### config.mk
export PLATFORM = sky130hd
export DESIGN_NAME = cmd_register_bank
export DESIGN_NICKNAME = d
export VERILOG_FILES = /design/src/rtl/cmd_register_bank.sv
export SDC_FILE = /design/constraint.sdc
export NUM_CORES = 1
export LEC_CHECK = 0
export BUFFER_PORTS_ARGS = -buffer_cell sky130_fd_sc_hd__buf_4
export CAP_MARGIN = 20
export CORE_MARGIN = 4
export CORE_UTILIZATION = 40
export CTS_CLUSTER_SIZE = 20
export DETAILED_ROUTE_END_ITERATION = 16
export PLACE_DENSITY_LB_ADDON = 0.12
export SKIP_LAST_GASP = 1
export SYNTH_ARGS = -nofsm -noshare
export SYNTH_HDL_FRONTEND = slang
export SYNTH_SLANG_ARGS = --single-unit
### constraint.sdc
create_clock -name clock -period 7.2 [get_ports clock]
set_input_delay 0.36 -clock clock [delete_from_list [all_inputs] [get_ports clock]]
set_output_delay 0.36 -clock clock [all_outputs]
set_load 0.02 [all_outputs]
### src/rtl/cmd_register_bank.sv
// rtl/cmd_register_bank.sv - GPIO command/status register bank driving the Tx/Rx datapath
module cmd_register_bank #(
  parameter int NB_COM  = 8,
  parameter int NB_INST = 32,
  parameter int NB_BER  = 64,
  parameter int N_CH    = 2,
  parameter int NB_ADDR = 15,
  parameter int MEM_LAT = 1
) (
  input  logic                   clock,
  input  logic                   reset,
  input  logic [NB_INST-1:0]     i_cmd_from_micro,
  output logic [NB_INST-1:0]     o_data_to_micro,
  input  logic                   i_mem_full,
  input  logic [NB_INST-1:0]     i_data_log_from_mem,
  input  logic [N_CH*NB_BER-1:0] i_ber_samp,
  input  logic [N_CH*NB_BER-1:0] i_ber_error,
  output logic                   o_reset,
  output logic                   o_enbTx,
  output logic                   o_enbRx,
  output logic [1:0]             o_phase_sel,
  output logic                   o_run_log,
  output logic                   o_read_log,
  output logic [NB_ADDR-1:0]     o_addr_log_to_mem
);
  localparam int EN_BIT = 23;
  localparam logic [NB_COM-1:0] OP_RESET = NB_COM'(8'h01);
  localparam logic [NB_COM-1:0] OP_EN_TX = NB_COM'(8'h02);
  localparam logic [NB_COM-1:0] OP_EN_RX = NB_COM'(8'h03);
  localparam logic [NB_COM-1:0] OP_PHSEL = NB_COM'(8'h04);
  localparam logic [NB_COM-1:0] OP_RUN   = NB_COM'(8'h05);
  localparam logic [NB_COM-1:0] OP_RD    = NB_COM'(8'h06);
  localparam logic [NB_COM-1:0] OP_NEXT  = NB_COM'(8'h07);
  localparam logic [NB_COM-1:0] OP_FULL  = NB_COM'(8'h08);
  localparam logic [NB_COM-1:0] OP_SNAP  = NB_COM'(8'h09);
  localparam logic [NB_COM-1:0] OP_BER   = NB_COM'(8'h0A);
  localparam logic [NB_COM-1:0] OP_STAT  = NB_COM'(8'h0B);
  localparam logic [7:0]        NCH8     = 8'(N_CH);
  localparam logic [1:0]        LAT_LAST = 2'(MEM_LAT - 1);

  typedef enum logic [1:0] {IDLE, EXEC, MEM_WAIT} state_t;

  state_t                 state_q, state_d;
  logic [NB_INST-1:0]     cmd_s1_q, cmd_s2_q;
  logic                   en_s3_q;
  logic [NB_INST-1:0]     cmd_q, cmd_d, pend_word_q, pend_word_d, data_q, data_d;
  logic                   pend_vld_q, pend_vld_d, ovf_q, ovf_d;
  logic [1:0]             lat_q, lat_d, phase_q, phase_d;
  logic                   reset_q, reset_d, enbtx_q, enbtx_d, enbrx_q, enbrx_d;
  logic                   run_q, run_d, read_q, read_d;
  logic [NB_ADDR-1:0]     addr_q, addr_d;
  logic [N_CH*NB_BER-1:0] snap_s_q, snap_s_d, snap_e_q, snap_e_d;
  logic                   cmd_event, ch_ok;
  logic [NB_COM-1:0]      op;
  logic [NB_BER-1:0]      ber_word;

  // Data bits ride the same two-flop pipeline as the strobe so they are stable at capture.
  assign cmd_event = cmd_s2_q[EN_BIT] & ~en_s3_q;
  assign op        = cmd_q[NB_INST-1 -: NB_COM];

  always_comb begin
    ber_word = '0;
    ch_ok    = 1'b0;
    for (int k = 0; k < N_CH; k++) begin
      if (cmd_q[3:0] == 4'(k)) begin
        ch_ok    = 1'b1;
        ber_word = cmd_q[4] ? snap_e_q[k*NB_BER +: NB_BER] : snap_s_q[k*NB_BER +: NB_BER];
      end
    end
  end

  always_comb begin
    state_d     = state_q;
    cmd_d       = cmd_q;
    pend_vld_d  = pend_vld_q;
    pend_word_d = pend_word_q;
    ovf_d       = ovf_q;
    lat_d       = lat_q;
    data_d      = data_q;
    reset_d     = reset_q;
    enbtx_d     = enbtx_q;
    enbrx_d     = enbrx_q;
    phase_d     = phase_q;
    run_d       = 1'b0;
    read_d      = read_q;
    addr_d      = addr_q;
    snap_s_d    = snap_s_q;
    snap_e_d    = snap_e_q;
    unique case (state_q)
      IDLE: begin
        if (pend_vld_q) begin
          cmd_d      = pend_word_q;
          pend_vld_d = 1'b0;
          state_d    = EXEC;
        end else if (cmd_event) begin
          cmd_d   = cmd_s2_q;
          state_d = EXEC;
        end
      end
      EXEC: begin
        state_d = IDLE;
        data_d  = cmd_q;
        case (op)
          OP_RESET: reset_d = cmd_q[0];
          OP_EN_TX: enbtx_d = cmd_q[0];
          OP_EN_RX: enbrx_d = cmd_q[0];
          OP_PHSEL: phase_d = cmd_q[1:0];
          OP_RUN: begin
            read_d = 1'b0;
            run_d  = 1'b1;
          end
          OP_RD, OP_NEXT: begin
            if (i_mem_full) begin
              if (op == OP_RD) begin
                addr_d = cmd_q[NB_ADDR-1:0];
                read_d = 1'b1;
              end else begin
                addr_d = addr_q + 1'b1;
              end
              lat_d   = '0;
              data_d  = data_q;
              state_d = MEM_WAIT;
            end else begin
              data_d = {{(NB_INST-1){1'b1}}, 1'b0};
            end
          end
          OP_FULL: data_d = NB_INST'(i_mem_full);
          OP_SNAP: begin
            snap_s_d = i_ber_samp;
            snap_e_d = i_ber_error;
            data_d   = NB_INST'(1);
          end
          OP_BER: begin
            if (!ch_ok) data_d = {{(NB_INST-2){1'b1}}, 2'b01};
            else        data_d = cmd_q[5] ? ber_word[NB_BER-1 -: NB_INST] : ber_word[NB_INST-1:0];
          end
          OP_STAT: begin
            data_d = {16'h0, ovf_q, 7'h0, NCH8};
            ovf_d  = 1'b0;
          end
          default: data_d = {8'hEE, {(NB_INST-8-NB_COM){1'b0}}, op};
        endcase
      end
      MEM_WAIT: begin
        if (lat_q == LAT_LAST) begin
          data_d  = i_data_log_from_mem;
          state_d = IDLE;
        end else begin
          lat_d = lat_q + 1'b1;
        end
      end
      default: state_d = IDLE;
    endcase
    // Evaluated last so an overflow in the same cycle as a STATUS read stays sticky.
    if (cmd_event) begin
      if (state_q == IDLE) begin
        if (pend_vld_q) begin
          pend_vld_d  = 1'b1;
          pend_word_d = cmd_s2_q;
        end
      end else if (pend_vld_q) begin
        ovf_d = 1'b1;
      end else begin
        pend_vld_d  = 1'b1;
        pend_word_d = cmd_s2_q;
      end
    end
  end

  always_ff @(posedge clock or negedge reset) begin
    if (!reset) begin
      cmd_s1_q    <= '0;
      cmd_s2_q    <= '0;
      en_s3_q     <= 1'b0;
      state_q     <= IDLE;
      cmd_q       <= '0;
      pend_vld_q  <= 1'b0;
      pend_word_q <= '0;
      ovf_q       <= 1'b0;
      lat_q       <= '0;
      data_q      <= '0;
      reset_q     <= 1'b0;
      enbtx_q     <= 1'b0;
      enbrx_q     <= 1'b0;
      phase_q     <= '0;
      run_q       <= 1'b0;
      read_q      <= 1'b0;
      addr_q      <= '0;
      snap_s_q    <= '0;
      snap_e_q    <= '0;
    end else begin
      cmd_s1_q    <= i_cmd_from_micro;
      cmd_s2_q    <= cmd_s1_q;
      en_s3_q     <= cmd_s2_q[EN_BIT];
      state_q     <= state_d;
      cmd_q       <= cmd_d;
      pend_vld_q  <= pend_vld_d;
      pend_word_q <= pend_word_d;
      ovf_q       <= ovf_d;
      lat_q       <= lat_d;
      data_q      <= data_d;
      reset_q     <= reset_d;
      enbtx_q     <= enbtx_d;
      enbrx_q     <= enbrx_d;
      phase_q     <= phase_d;
      run_q       <= run_d;
      read_q      <= read_d;
      addr_q      <= addr_d;
      snap_s_q    <= snap_s_d;
      snap_e_q    <= snap_e_d;
    end
  end

  assign o_data_to_micro   = data_q;
  assign o_reset           = reset_q;
  assign o_enbTx           = enbtx_q;
  assign o_enbRx           = enbrx_q;
  assign o_phase_sel       = phase_q;
  assign o_run_log         = run_q;
  assign o_read_log        = read_q;
  assign o_addr_log_to_mem = addr_q;
endmodule

==> Word level (Yosys, flattened, before mapping) <==
Index checks and enable logic that the tools add are counted.
{ "word_totals": {"reg_bits": 445, "word_cells": 110, "input_bits": 323, "out_inout_bits": 54} }
{ "classes": {"n_mux": 43, "reduce_logical": 20, "bitwise": 2, "n_eq_ne": 24, "add_sub_neg": 2} }
{ "op_table": {"columns": ["cell", "n"], "rows": [
  ["$mux 32", 9],
  ["$mux 64", 4],
  ["$pmux 32 s6", 1],
  ["$pmux 32 s2", 1],
  ["$eq 8x3->1 const B", 4],
  ["$eq 8x4->1 const B", 4],
  ["$eq 8x2->1 const B", 2],
  ["$mux 1", 16],
  ["$mux 2", 8],
  ["$add 15x1->15 const B", 1],
  ["$mux 15", 1],
  ["$reduce_and 2->1", 7],
  ["$ne 2x2->1 const B", 6],
  ["$reduce_and 3->1", 3],
  ["$eq 8x1->1 const B", 1],
  ["$reduce_and 4->1", 2],
  ["$ne 3x3->1 const B", 2],
  ["$pmux 2 s3", 1],
  ["$reduce_bool 2->1", 3],
  ["$reduce_or 5->1", 1],
  ["$eq 4x1->1 const B", 1],
  ["$logic_not 2->1", 2],
  ["$logic_not 4->1", 1],
  ["$ne 2x1->1 const B", 2],
  ["other kinds (8)", 8]
]} }

==> Depth between registers and ports, before layout <==
{ "logic_depth": {"word_depth": 7, "depth_mapped": 9, "mapped_depth_nobuf": 7} }

==> Least setup slack after synthesis <==
No wires, ideal clock.
{ "synth_timing": {"path_type": "register -> register", "from": "reg cmd_q[31]", "to": "reg data_q[2], in the netlist o_data_to_micro[2]", "n_path_buf": 2, "setup_ns": 0.124, "path_stages_with_launch": 8, "t_arrival_ns": 2.151, "required_time_ns": 7.076, "path_slack_ns": 4.926, "period_less_slack_ns": 2.274, "path_cell_list": "dfrtp_1 > or4_1 > buf_2 > or3_4 > and3_4 > buf_6 > and3_1 > a211o_1"} }
{ "synth_between": {"elab_chain_len": 4, "word_cells_on_any_way": 17, "classes_between": "eq/ne: 12; mux: 2; reduce/logical: 3"} }
{ "synth_rtl": {"columns": ["item", "line", "rtl"], "rows": [
  ["from (decl)", "46", "logic [NB_INST-1:0] cmd_q, cmd_d, pend_word_q, pend_word_d, data_q, data_d;"],
  ["from (signal assigned)", "196", "cmd_q <= cmd_d;"],
  ["$eq 8x3->1 (tied with other cells)", "103", "case (op)"],
  ["$reduce_or 5->1 (no line) / $reduce_or 2->1 (equally long branches)", null, null],
  ["$pmux 32 s6 / $ne 3x3->1 (equally long branches)", null, null],
  ["$pmux 32 s2 / $reduce_and 3->1 (equally long branches)", null, null],
  ["to (signal assigned)", "201", "data_q <= data_d;"],
  ["to (decl)", "46", null]
]} }
Several ways; a longest one is shown, not always the timed one.
A chain may end at the register's enable or synchronous reset.

==> Final worst setup path <==
{ "layout_timing": {"from": "reg cmd_q[31]", "to": "reg snap_e_q[76]"} }
{ "layout_between": {"elab_chain_len": 2} }
{ "layout_rtl": {"columns": ["item", "line", "rtl"], "rows": [
  ["$eq 8x4->1", "103", null],
  ["$reduce_and 2->1 (no line)", null, null],
  ["to (signal assigned)", "210", "snap_e_q <= snap_e_d;"],
  ["to (decl)", "52", "logic [N_CH*NB_BER-1:0] snap_s_q, snap_s_d, snap_e_q, snap_e_d;"]
]} }
Every way passes these cells.

==> reports/metrics.csv <==
stage,metric,value,unit
status,status,finished clean,
yosys,yosysTopAreaCell,dfrtp_1,
global_route,grt_pass1_vias,14906,
clocking,cts.repair.resized,0,
drt,drt_iter0_markers,837,
timing,layout_setup_ws,3.26,ns
worst_setup_path,cpPeakStageDelay,0.75,ns
timing,fin_crit_sh,0.548,
worst_setup_path,rrSetupSlack,3.26,ns
power,peakVddDrop,0.185,mV
drt,detail_route.vias_per_cell,5.22,
worst_setup_path,crit_buf_inv,1,
place,port_buffers,376,
yosys,synth_top_area_frac,0.579,
floorplanning,core,47600,sq um
clocking,tritoncts,yes,
cells_and_area,layout-drive-gt1-share,0.409,
clocking,insertion_delay,0.58,ns
yosys,yosys.cell_count.top_type,dfrtp_1,
worst_setup_path,critical_path.max_fanout,201,
clocking,clk_pin_slew,0.06,ns
hold_path,hold_class,in -> reg,
yosys,synth_area_leaders,"dfrtp_1 (58%), mux2_2 (17%), mux4_2 (7.4%), mux2i_1 (2.5%), o21ai_0 (2.4%)",
yosys,ys_async_sr_fraction,1.00,
place,dp_slack,3.42,ns
place,routabilityCongestion,0.873,
place,dp_hpwl,39500,microns
timing,fmax,0.254,GHz
worst_setup_path,cp_top_family,simple AND/OR/NAND/NOR gates,
power,powerDensity,313,nW/um^2
yosys,yosys.cell_types.count,62,
floorplanning,pin_count,377,
timing,finalMaxSlewViolations,0,
worst_setup_path,crit_cells,5,
clocking,ctsHoldBuffers,278,
clocking,cts_setup_buffers,0,
clocking,cts_max_level,2,
drt,postRouteAntennaNets,0,
worst_setup_path,required,7.65,ns
yosys,ys_ff_latch,445,
yosys,syn_inst,1377,
clocking,root_buffer,clkbuf_16,
timing,relSlewSlack,0.133,
drt,wl,58000,microns
global_route,track_usage,0.225,
yosys,synthFlopType,dfrtp_1,
clocking,cts_buffer_depth,3,
power,p_leak,12.6,nW
drt,drc,0,
yosys,syn_avg_cell_area,14.0,sq um
global_route,grt_overflow,0,
yosys,yosysSeqAreaShare,0.579,
floorplanning,fp-row-count,80,
drt,via_count,13975,
worst_setup_path,cp_slowest_cell,nor4_4,
worst_setup_path,worstReg2RegStart,cmd_q[31],
global_route,grt_max_degree,202,
worst_setup_path,worstSetupStartpointType,flip-flop,
yosys,yosysWarnings,0,
worst_setup_path,worst_ep_arrival_time,4.39,ns
timing,final_hold_viol_count,0,
cells_and_area,final_nets,2343,
floorplanning,initial_utilization,0.404,
drt,wl_per_cell,21.7,microns
floorplanning,die_y,227,microns
worst_setup_path,cp-startpoint,cmd_q[31],
global_route,antenna_found_initial,16,
yosys,ys_top_cells_by_count,"dfrtp_1 (445), mux2_2 (290), o21ai_0 (93)",
timing,setup_tns,0,ns
timing,fin_crit,3.94,ns
worst_setup_path,crit_chain,"nor4_4, nand2_1, nor2_4, buf_12, mux2_2",
yosys,synth_area,19200,sq um
clocking,cts_made_buffers,50,
yosys,synth-edff-count,0,
flow_run,max_cap_viol_count,0,
floorplanning,die-area,51700,sq um
worst_setup_path,rr_worst_depth,5,
timing,fin_skew,0.0141,ns
worst_setup_path,r2r_end,snap_e_q[76],
timing,setup_viol,0,
global_route,grt_pass1_wl,89000,microns
yosys,syn_nets,1707,
timing,rsz0062_at_grt,false,
floorplanning,die_w,227,microns
worst_setup_path,cp-end-kind,flip-flop,
drt,dr.pass1.iters,5,
cells_and_area,synthToLayoutAreaGrowth,40.5,%
clocking,cts_num_sinks,445,
timing,tightestPinTransition,1.30,ns
worst_setup_path,timing.critical_path.to,snap_e_q[76],
worst_setup_path,crit_type,reg -> reg,
layout make-up:
class	instances	area (sq um)
Antenna cell	17	42.5
Clock buffer	68	1410
Clock inverter	15	124
Fill cell	3973	20600
Inverter	16	60.1
Multi-Input combinational cell	827	7680
Sequential cell	445	11100
Tap cell	615	769
Timing Repair Buffer	673	5800
report_power, final:
part	internal, W	total, W	switching (W)	leakage, nW
Clock	0.00140	0.00240	0.00100	0.756
Combinational	0.00126	0.00253	0.00127	6.01
Sequential	0.00304	0.00355	0.000510	5.80
Total	0.00569	0.00847	0.00278	12.6
flip-flops by register name, indices dropped and copies added, names as in the netlist:
register,cells
cmd_q,32
cmd_s1_q,32
cmd_s2_q,32
en_s3_q,1
lat_q,2
o_addr_log_to_mem,15
o_data_to_micro,32
o_enbRx,1
o_enbTx,1
o_phase_sel,2
o_read_log,1
o_reset,1
o_run_log,1
ovf_q,1
pend_vld_q,1
pend_word_q,32
snap_e_q,128
snap_s_q,128
state_q,2
worst register-to-register path: stages (launching register included):
cell,delay (ns)
dfrtp_1,0.43
nor4_4,0.75
nand2_1,0.42
nor2_4,0.72
buf_12,0.67
mux2_2,0.83
per-stage QoR:
| step | total power, W | hold slack, ns | utilization | cell area (sq um) | std cells |
|---|---|---|---|---|---|
| 6_report | 0.00847 | 0.0411 | 0.567 | 27000 | 2676 |
| 5_1_grt | 0.00896 | 0.00331 | 0.567 | 27000 | 2674 |
| 4_1_cts | 0.00858 | 0.00116 | 0.566 | 27000 | 2658 |
| 3_5_place_dp | 0.00601 | 0.335 | 0.475 | 22600 | 2297 |
| 3_3_place_gp | 0.00595 | 0.332 | 0.475 | 22600 | 2297 |
| 2_1_floorplan | 0.00501 | 0.0644 | - | 19200 | 1377 |
metal layers:
metal | GRT usage | vias up | share of wire
met4 | 0.0752 | 4 | 0.029
met2 | 0.373 | 417 | 0.48
met5 | 0 | - | 0.00041
li1 | - | 6353 | -
met3 | 0.0466 | 92 | 0.060
met1 | 0.299 | 7109 | 0.43
placed cells by master (no fill, tap or decap), drive strengths merged, types with 37 or more instances in the layout:
master,synthesis,layout
o21ai,95,95
mux2i,49,49
dfrtp,445,445
mux2,309,309
clkbuf,40,68
nand2,92,92
mux4,63,63
buf,49,395
dlygate4sd3,0,278
a21oi,37,37
worst min path at each step:
stage | start | to | slack, ns | depth (start not counted)
after floorplan | reset | cmd_q[0] | 0.06 | 0
after global placement | cmd_s1_q[7] | cmd_s2_q[7] | 0.33 | 0
after detailed placement | cmd_s1_q[7] | cmd_s2_q[7] | 0.33 | 0
after CTS | i_ber_error[61] | snap_e_q[61] | 0.001 | 2
after global routing | i_ber_error[95] | snap_e_q[95] | 0.003 | 2
final | i_ber_error[58] | snap_e_q[58] | 0.04 | 2
cells by family after synthesis:
logic type	Yosys count	synth area share
adder cells (fa/ha/maj)	7	0.00455
AND/OR/NAND/NOR	189	0.0466
buffers and inverters	105	0.0239
flip-flops	445	0.579
AO/OA/AOI/OAI	210	0.0664
multiplexers	421	0.280
(Power assumes the default switching activity.)
